<file path="src/rtl/rx_packet_reader.sv">
`default_nettype none
// ============================================================================
// Module      : rx_packet_reader
// Description : Read-side packet engine for the receive sample FIFO. Waits for
//               a synchronized packet-available flag and host readiness, reads
//               exactly one packet of words, forwards them with start/end
//               framing, flags data-tag words and keeps packet/tag statistics.
// Revision    : 1.0 - initial release
// ============================================================================
module rx_packet_reader #(
  parameter int          PKT_WORDS  = 256,
  parameter logic [15:0] TAG_WORD   = 16'h4000,
  parameter int          RD_LATENCY = 1,
  parameter int          HOLDOFF    = 4
) (
  input  logic        rd_clk,
  input  logic        rd_reset,
  input  logic        packet_rdy,
  input  logic [15:0] fifo_dout,
  input  logic        fx2_ready,
  input  logic        clear_status,
  output logic        rd_req,
  output logic [15:0] out_data,
  output logic        out_valid,
  output logic        pkt_start,
  output logic        pkt_end,
  output logic        tag_seen,
  output logic [15:0] tag_count,
  output logic [15:0] pkt_count,
  output logic        busy
);

  localparam int       c_WAIT_MAX = (HOLDOFF > RD_LATENCY) ? HOLDOFF : RD_LATENCY;
  localparam int       c_WAIT_W   = $clog2(c_WAIT_MAX + 1);
  localparam logic [8:0] c_LAST   = 9'(PKT_WORDS - 1);

  typedef enum logic [2:0] {
    S_IDLE  = 3'd0,
    S_ARM   = 3'd1,
    S_READ  = 3'd2,
    S_DRAIN = 3'd3,
    S_HOLD  = 3'd4
  } state_t;

  state_t                r_state;
  logic                  r_prdy_m;
  logic                  r_prdy_s;
  logic [8:0]            r_word_cnt;
  logic [8:0]            r_ret_cnt;
  logic [c_WAIT_W-1:0]   r_wait;
  logic [RD_LATENCY-1:0] r_vld_sr;
  logic                  w_vld_nxt;

  // Two-flop synchronizer for the write-domain packet-available flag
  always_ff @(posedge rd_clk or posedge rd_reset) begin
    if (rd_reset) begin
      r_prdy_m <= 1'b0;
      r_prdy_s <= 1'b0;
    end else begin
      r_prdy_m <= packet_rdy;
      r_prdy_s <= r_prdy_m;
    end
  end

  // Packet sequencer: grant, burst of read requests, drain, hold-off
  always_ff @(posedge rd_clk or posedge rd_reset) begin
    if (rd_reset) begin
      r_state    <= S_IDLE;
      r_word_cnt <= 9'd0;
      r_wait     <= '0;
      rd_req     <= 1'b0;
    end else begin
      case (r_state)
        S_IDLE: begin
          if (r_prdy_s && fx2_ready) r_state <= S_ARM;
        end
        S_ARM: begin
          r_word_cnt <= 9'd0;
          rd_req     <= 1'b1;
          r_state    <= S_READ;
        end
        S_READ: begin
          r_word_cnt <= r_word_cnt + 9'd1;
          if (r_word_cnt == c_LAST) begin
            rd_req  <= 1'b0;
            r_wait  <= '0;
            r_state <= S_DRAIN;
          end
        end
        S_DRAIN: begin
          if (r_wait == c_WAIT_W'(RD_LATENCY - 1)) begin
            r_wait  <= '0;
            r_state <= S_HOLD;
          end else begin
            r_wait <= r_wait + 1'b1;
          end
        end
        S_HOLD: begin
          if (r_wait == c_WAIT_W'(HOLDOFF - 1)) begin
            r_state <= S_IDLE;
          end else begin
            r_wait <= r_wait + 1'b1;
          end
        end
        default: begin
          rd_req  <= 1'b0;
          r_state <= S_IDLE;
        end
      endcase
    end
  end

  assign busy = (r_state != S_IDLE);

  // w_vld_nxt is the value out_valid takes at the coming edge; fifo_dout is
  // captured on that same edge so out_data lines up with out_valid.
  if (RD_LATENCY == 1) begin : g_lat_one
    assign w_vld_nxt = rd_req;
  end else begin : g_lat_multi
    assign w_vld_nxt = r_vld_sr[RD_LATENCY-2];
  end

  // Request delay line that mirrors the FIFO read latency
  always_ff @(posedge rd_clk or posedge rd_reset) begin
    if (rd_reset) begin
      r_vld_sr <= '0;
    end else begin
      r_vld_sr[0] <= rd_req;
      for (int i = 1; i < RD_LATENCY; i++) r_vld_sr[i] <= r_vld_sr[i-1];
    end
  end

  assign out_valid = r_vld_sr[RD_LATENCY-1];

  // Return-side capture, framing from the return word counter, tag detect
  always_ff @(posedge rd_clk or posedge rd_reset) begin
    if (rd_reset) begin
      out_data  <= 16'd0;
      pkt_start <= 1'b0;
      pkt_end   <= 1'b0;
      tag_seen  <= 1'b0;
      r_ret_cnt <= 9'd0;
    end else if (w_vld_nxt) begin
      out_data  <= fifo_dout;
      pkt_start <= (r_ret_cnt == 9'd0);
      pkt_end   <= (r_ret_cnt == c_LAST);
      tag_seen  <= (fifo_dout == TAG_WORD);
      r_ret_cnt <= (r_ret_cnt == c_LAST) ? 9'd0 : r_ret_cnt + 9'd1;
    end else begin
      pkt_start <= 1'b0;
      pkt_end   <= 1'b0;
      tag_seen  <= 1'b0;
    end
  end

  // Status counters; a clear request overrides any same-cycle increment
  always_ff @(posedge rd_clk or posedge rd_reset) begin
    if (rd_reset) begin
      tag_count <= 16'd0;
      pkt_count <= 16'd0;
    end else if (clear_status) begin
      tag_count <= 16'd0;
      pkt_count <= 16'd0;
    end else begin
      if (tag_seen && (tag_count != 16'hFFFF)) tag_count <= tag_count + 16'd1;
      if (pkt_end) pkt_count <= pkt_count + 16'd1;
    end
  end

endmodule
`default_nettype wire
</file>
<file path="config.mk">
export PLATFORM = sky130hd
export DESIGN_NAME = rx_packet_reader
export DESIGN_NICKNAME = d
export VERILOG_FILES = /design/src/rtl/rx_packet_reader.sv
export SDC_FILE = /design/constraint.sdc
export NUM_CORES = 1
export LEC_CHECK = 0
export ABC_AREA = 1
export ABC_CLOCK_PERIOD_IN_PS = 3500
export CORE_MARGIN = 2
export CORE_UTILIZATION = 52
export DETAILED_ROUTE_END_ITERATION = 10
export HOLD_SLACK_MARGIN = 0.15
export PLACE_DENSITY = 0.8
export SETUP_SLACK_MARGIN = 0.15
export SYNTH_ARGS = -nofsm -noshare
export SYNTH_HDL_FRONTEND = slang
export SYNTH_SLANG_ARGS = --single-unit
</file>
<file path="constraint.sdc">
create_clock -name rd_clk -period 3.5 [get_ports rd_clk]
set_input_delay 0.7 -clock rd_clk [delete_from_list [all_inputs] [get_ports rd_clk]]
set_output_delay 0.7 -clock rd_clk [all_outputs]
set_load 0.02 [all_outputs]
</file>
# == Yosys cells after proc, flatten, opt, wreduce, memory -nomap -nowiden ==
# Cells that the tools add are included.
# totals
reg_bits,79
inputBits,21
output_inout_bits,54
word_cells,68
# classes
n_addsub,5
n_eq_ne,14
muxes,20
bitwise_logic,1
n_reduce_logical,14
# ops
op,n
$mux 16,4
$add 16x1->16 const B,2
$mux 3,7
$add 9x1->9 const B,2
$eq 9x8->1 const B,2
$pmux 9 s2,1
$eq 16x15->1 const B,1
$ne 16x16->1 const B,1
$pmux 3 s5,1
$ne 2x2->1 const B,5
$eq 3x2->1 const B,3
$logic_not 9->1,1
$mux 9,1
$pmux 3 s3,1
$logic_not 3->1,2
$reduce_bool 2->1,3
$reduce_bool 3->1,2
$mux 1,4
$reduce_and 4->1,1
$add 3x1->3 const B,1
$eq 3x1->1 const B,1
$eq 3x3->1 const B,1
$pmux 1 s3,1
$reduce_and 3->1,1
4 further kinds,5

# == Depth between registers and ports, before layout ==
# logic_depth
ltp_word,4
mapped_depth,12
depth_no_buf,12

# == Worst setup path before layout ==
# Ideal clock, no wire load.
# synth_timing
path_kind,register to register
from,register tag_count[0]
to,register tag_count[7]
setup_time_ps,118
arrival_time_ps,1523
required_time_ps,3382
slack_ps,1859
path_stages_with_launch,11
n_path_buf,1
synth_period_minus_slack_ps,1641
cell_sequence,dfrtp_1 > ha_1 > nand2_1 > nor2_2 > nand2_2 > nor2_4 > o21ai_4 > clkinv_2 > buf_6 > nand2_1 > nand2_1
# synth_between
elab_chain_cells,3
elab_cells_between_ends,6
classes_between,add/sub: 1; eq/ne: 1; mux: 2; reduce/logical: 2
# synth_rtl
item,line_no,text
from (decl),28,"output logic [15:0] tag_count,"
from (signal assigned),165,if (tag_seen && (tag_count != 16'hFFFF)) tag_count <= tag_count + 16'd1;
$add 16x1->16 or $ne 16x16->1 (tied branches),165,
$mux 16 or $logic_and 1x1->1 (tied branches),165,
$mux 16 or $reduce_bool 2->1 (tied branches),n/a,
# Parallel ways exist; a longest one is shown, timed or not. The select of a mux whose other input is x is not followed.
# A chain may end at the register's enable or synchronous reset.

# == Worst setup path after layout ==
# layout_timing
from,register r_state[0]
to,output port busy
# layout_between
elab_chain_cells,1
# layout_rtl
item,line_no,text
from (decl),45,state_t r_state;
from (signal assigned),68,r_state <= S_IDLE;
from (signal assigned),75,if (r_prdy_s && fx2_ready) r_state <= S_ARM;
from (signal assigned),80,r_state <= S_READ;
$reduce_bool 3->1,113,assign busy = (r_state != S_IDLE);
to (decl),30,output logic busy
# Every way passes these cells.

==> run_results.csv <==
group,metric,value,unit
global_routing,track_usage,0.232,
critical_path,timing_worst_setup_path_type,"reg2out",
critical_path,critPathArrivalTime,1.62,ns
routing,ant_nets,0,
sta,tightest_slew,0.890,ns
final_layout,fin_nets,612,
floorplanning,die-area,0.00826,mm²
synthesis,syn_avg_cell_area,7.84,µm²
routing,routed_wl,9.12,mm
final_layout,layout_common_cells,"nand2_1 (134), dfrtp_1 (79), clkdlybuf4s50_1 (74), inv_1 (69), nor2_1 (55)",
clocking,post-cts-setup-buffer-count,0,
clocking,clk_pin_slew,0.08,ns
sta,slew_viol_final,0,
sta,fmaxAchievable,432,MHz
sta,post-route-min-period,2.32,ns
synthesis,synth_seq_cells,79,
final_layout,area_growth,27.6,%
hold_path,hold_class,"reg2reg",
sta,rsz0062_at_grt,"false",
synthesis,syn_nets,531,
floorplanning,core,0.00729,mm²
placed_design,dp_hpwl,6.66,mm
pwr,peakVddDrop,557,µV
critical_path,end_kind,"output port",
clocking,cts_tree,"done",
synthesis,ys_types,28,
synthesis,synth_seq_area_share,0.504,
floorplanning,start_util,0.538,
final_layout,final_common_cell,"nand2_1",
clocking,htree_levels,3,
global_routing,grt_max_degree,37,
sta,relSlewSlack,0.404,
synthesis,syn_area,0.00393,mm²
critical_path,path_max_fanout,4,
routing,drcViolationCount,0,
clocking,hold_buffers,0,
routing,vias_per_cell,5.23,
sta,fin_crit_sh,0.662,
pwr,power_density,577,mW/mm²
pwr,leakagePower,2.41,nW
clocking,clock_latency,0.35,ns
routing,num_vias,3584,
critical_path,r2r_slack,1.43,ns
routing,dr.pass1.iters,5,
synthesis,yosys_warnings,0,
clocking,root_buffer,"clkbuf_8",
final_layout,diodes,0,
status,status,"finished clean",
placed_design,placed_cell_area,0.00478,mm²
floorplanning,fp.dieH,90.9,µm
global_routing,grt_pass1_wl,15.6,mm
global_routing,grt-ovfl-total,0,
routing,drt_iter0_drc,209,
critical_path,required,2.80,ns
synthesis,synth_cells,501,
floorplanning,die_x,90.9,µm
sta,tns,0,ns
clocking,clock-sinks,79,
placed_design,portBuffers,74,
final_layout,finalInstanceArea,0.00501,mm²
placed_design,gp_congestion,0.935,
final_layout,final_util,0.687,
floorplanning,rows,31,
clocking,cts_resized,0,
sta,finalHoldViolCount,0,
run,maxCapViolCount,0,
sta,setup_viol,0,
final_layout,drive_above_1_share,0.0495,
floorplanning,boundaryPins,75,
critical_path,start_kind,"flip-flop",
routing,wl_per_cell,13.3,µm
clocking,clockBufferDepth,2,
global_routing,antenna_found_initial,0,
sta,skew,0.00977,ns
global_routing,grt_pass1_vias,3559,
clocking,numCtsBuffers,9,
power breakdown:
part / internal, mW / switching [mW]
clock network: 0.441 / 0.336
logic: 0.360 / 0.524
registers: 1.09 / 0.139
cell families (layout without fill, tap and decap cells):
family	Yosys count	count (layout)	share of synthesized area
xor+xnor	9	9	0.0201
compound gates	64	64	0.0870
fa+ha+maj	9	9	0.0287
flops	79	79	0.504
buf+inv	81	166	0.0803
simple gates	259	259	0.280
critical path, cell delays in order (launching register included):
cell and delay [ns]:
dfrtp_1 0.43, nor2_1 0.20, nand2_1 0.09, clkdlybuf4s50_1 0.55
cell usage after synthesis:
| library cell | count | area share |
|---|---|---|
| o21bai_1 | 2 | 0.0038 |
| o21ai_4 | 1 | 0.0041 |
| buf_2 | 2 | 0.0025 |
| clkinv_1 | 2 | 0.0019 |
| and3_1 | 2 | 0.0032 |
| xnor2_1 | 1 | 0.0022 |
| nor3b_1 | 1 | 0.0019 |
| clkinv_2 | 1 | 0.0013 |
| o22ai_1 | 3 | 0.0048 |
| nor2_2 | 4 | 0.0064 |
| or2_2 | 1 | 0.0016 |
| nor4_1 | 2 | 0.0032 |
| buf_6 | 1 | 0.0029 |
| inv_1 | 70 | 0.067 |
| xor2_1 | 8 | 0.018 |
| nand3_1 | 40 | 0.051 |
| nor3_1 | 2 | 0.0025 |
| clkbuf_1 | 5 | 0.0048 |
| nand4_1 | 16 | 0.025 |
| a21oi_1 | 14 | 0.018 |
| nand2_1 | 134 | 0.13 |
| o21ai_0 | 43 | 0.055 |
| nor2_1 | 55 | 0.053 |
| nor2_4 | 1 | 0.0029 |
| ha_1 | 9 | 0.029 |
| nand2_2 | 1 | 0.0016 |
| dfrtp_1 | 79 | 0.50 |
| a31oi_1 | 1 | 0.0016 |
cell type report:
type                    count  area, µm²
well taps                  99        124
flip-flops and latches     79       1980
repair buffers             78        771
fillers                   634       2280
multi-input cells         341       1630
inverters                  73        275
clock buffers              11        151
clock inverters             4       77.6
sequential cells by signal, summed over array words and instances, names as in the netlist:
name        count
tag_count      16
tag_seen        1
out_valid       1
r_prdy_m        1
r_wait          3
out_data       16
pkt_end         1
rd_req          1
pkt_start       1
r_word_cnt      9
r_state         3
r_ret_cnt       9
r_prdy_s        1
pkt_count      16
path summary, 6_finish.rpt:
| kind | startpoint | depth (start not counted) | end |
|---|---|---|---|
| max in group asynchronous | rd_reset | 3 | r_word_cnt[1]$_DFFE_PP0P_ |
| min in group asynchronous | rd_reset | 2 | pkt_count[7]$_DFFE_PP0P_ |
| worst max-delay path | r_state[0]$_DFFE_PP0P_ | 3 | busy |
| worst min register to register | r_prdy_m$_DFF_PP0_ | 0 | r_prdy_s$_DFF_PP0_ |
| worst max register to register | tag_count[0]$_DFFE_PP0P_ | 8 | tag_count[3]$_DFFE_PP0P_ |
| worst min-delay path | r_prdy_m$_DFF_PP0_ | 0 | r_prdy_s$_DFF_PP0_ |
stage by stage:
stage | setup slack, ns | power (mW) | cells | hold WS, ns
after floorplan | 0.777 | 1.74 | 501 | 0.331
final | 1.18 | 2.89 | 685 | 0.362
after global routing | 1.07 | 3.07 | 685 | 0.374
after global placement | 1.44 | 2.09 | 670 | 0.339
after CTS | 1.17 | 2.91 | 685 | 0.367
after detailed placement | 1.29 | 2.12 | 670 | 0.348
metal layers:
| layer | vias to the layer above | share of wire | GRT usage |
|---|---|---|---|
| met5 | - | 0 | 0 |
| met4 | 0 | 0.015 | 0.104 |
| met3 | 14 | 0.058 | 0.0509 |
| met2 | 106 | 0.49 | 0.387 |
| met1 | 1704 | 0.44 | 0.290 |
| li1 | 1760 | - | - |
Note: power is estimated with default switching activity, not from simulation.
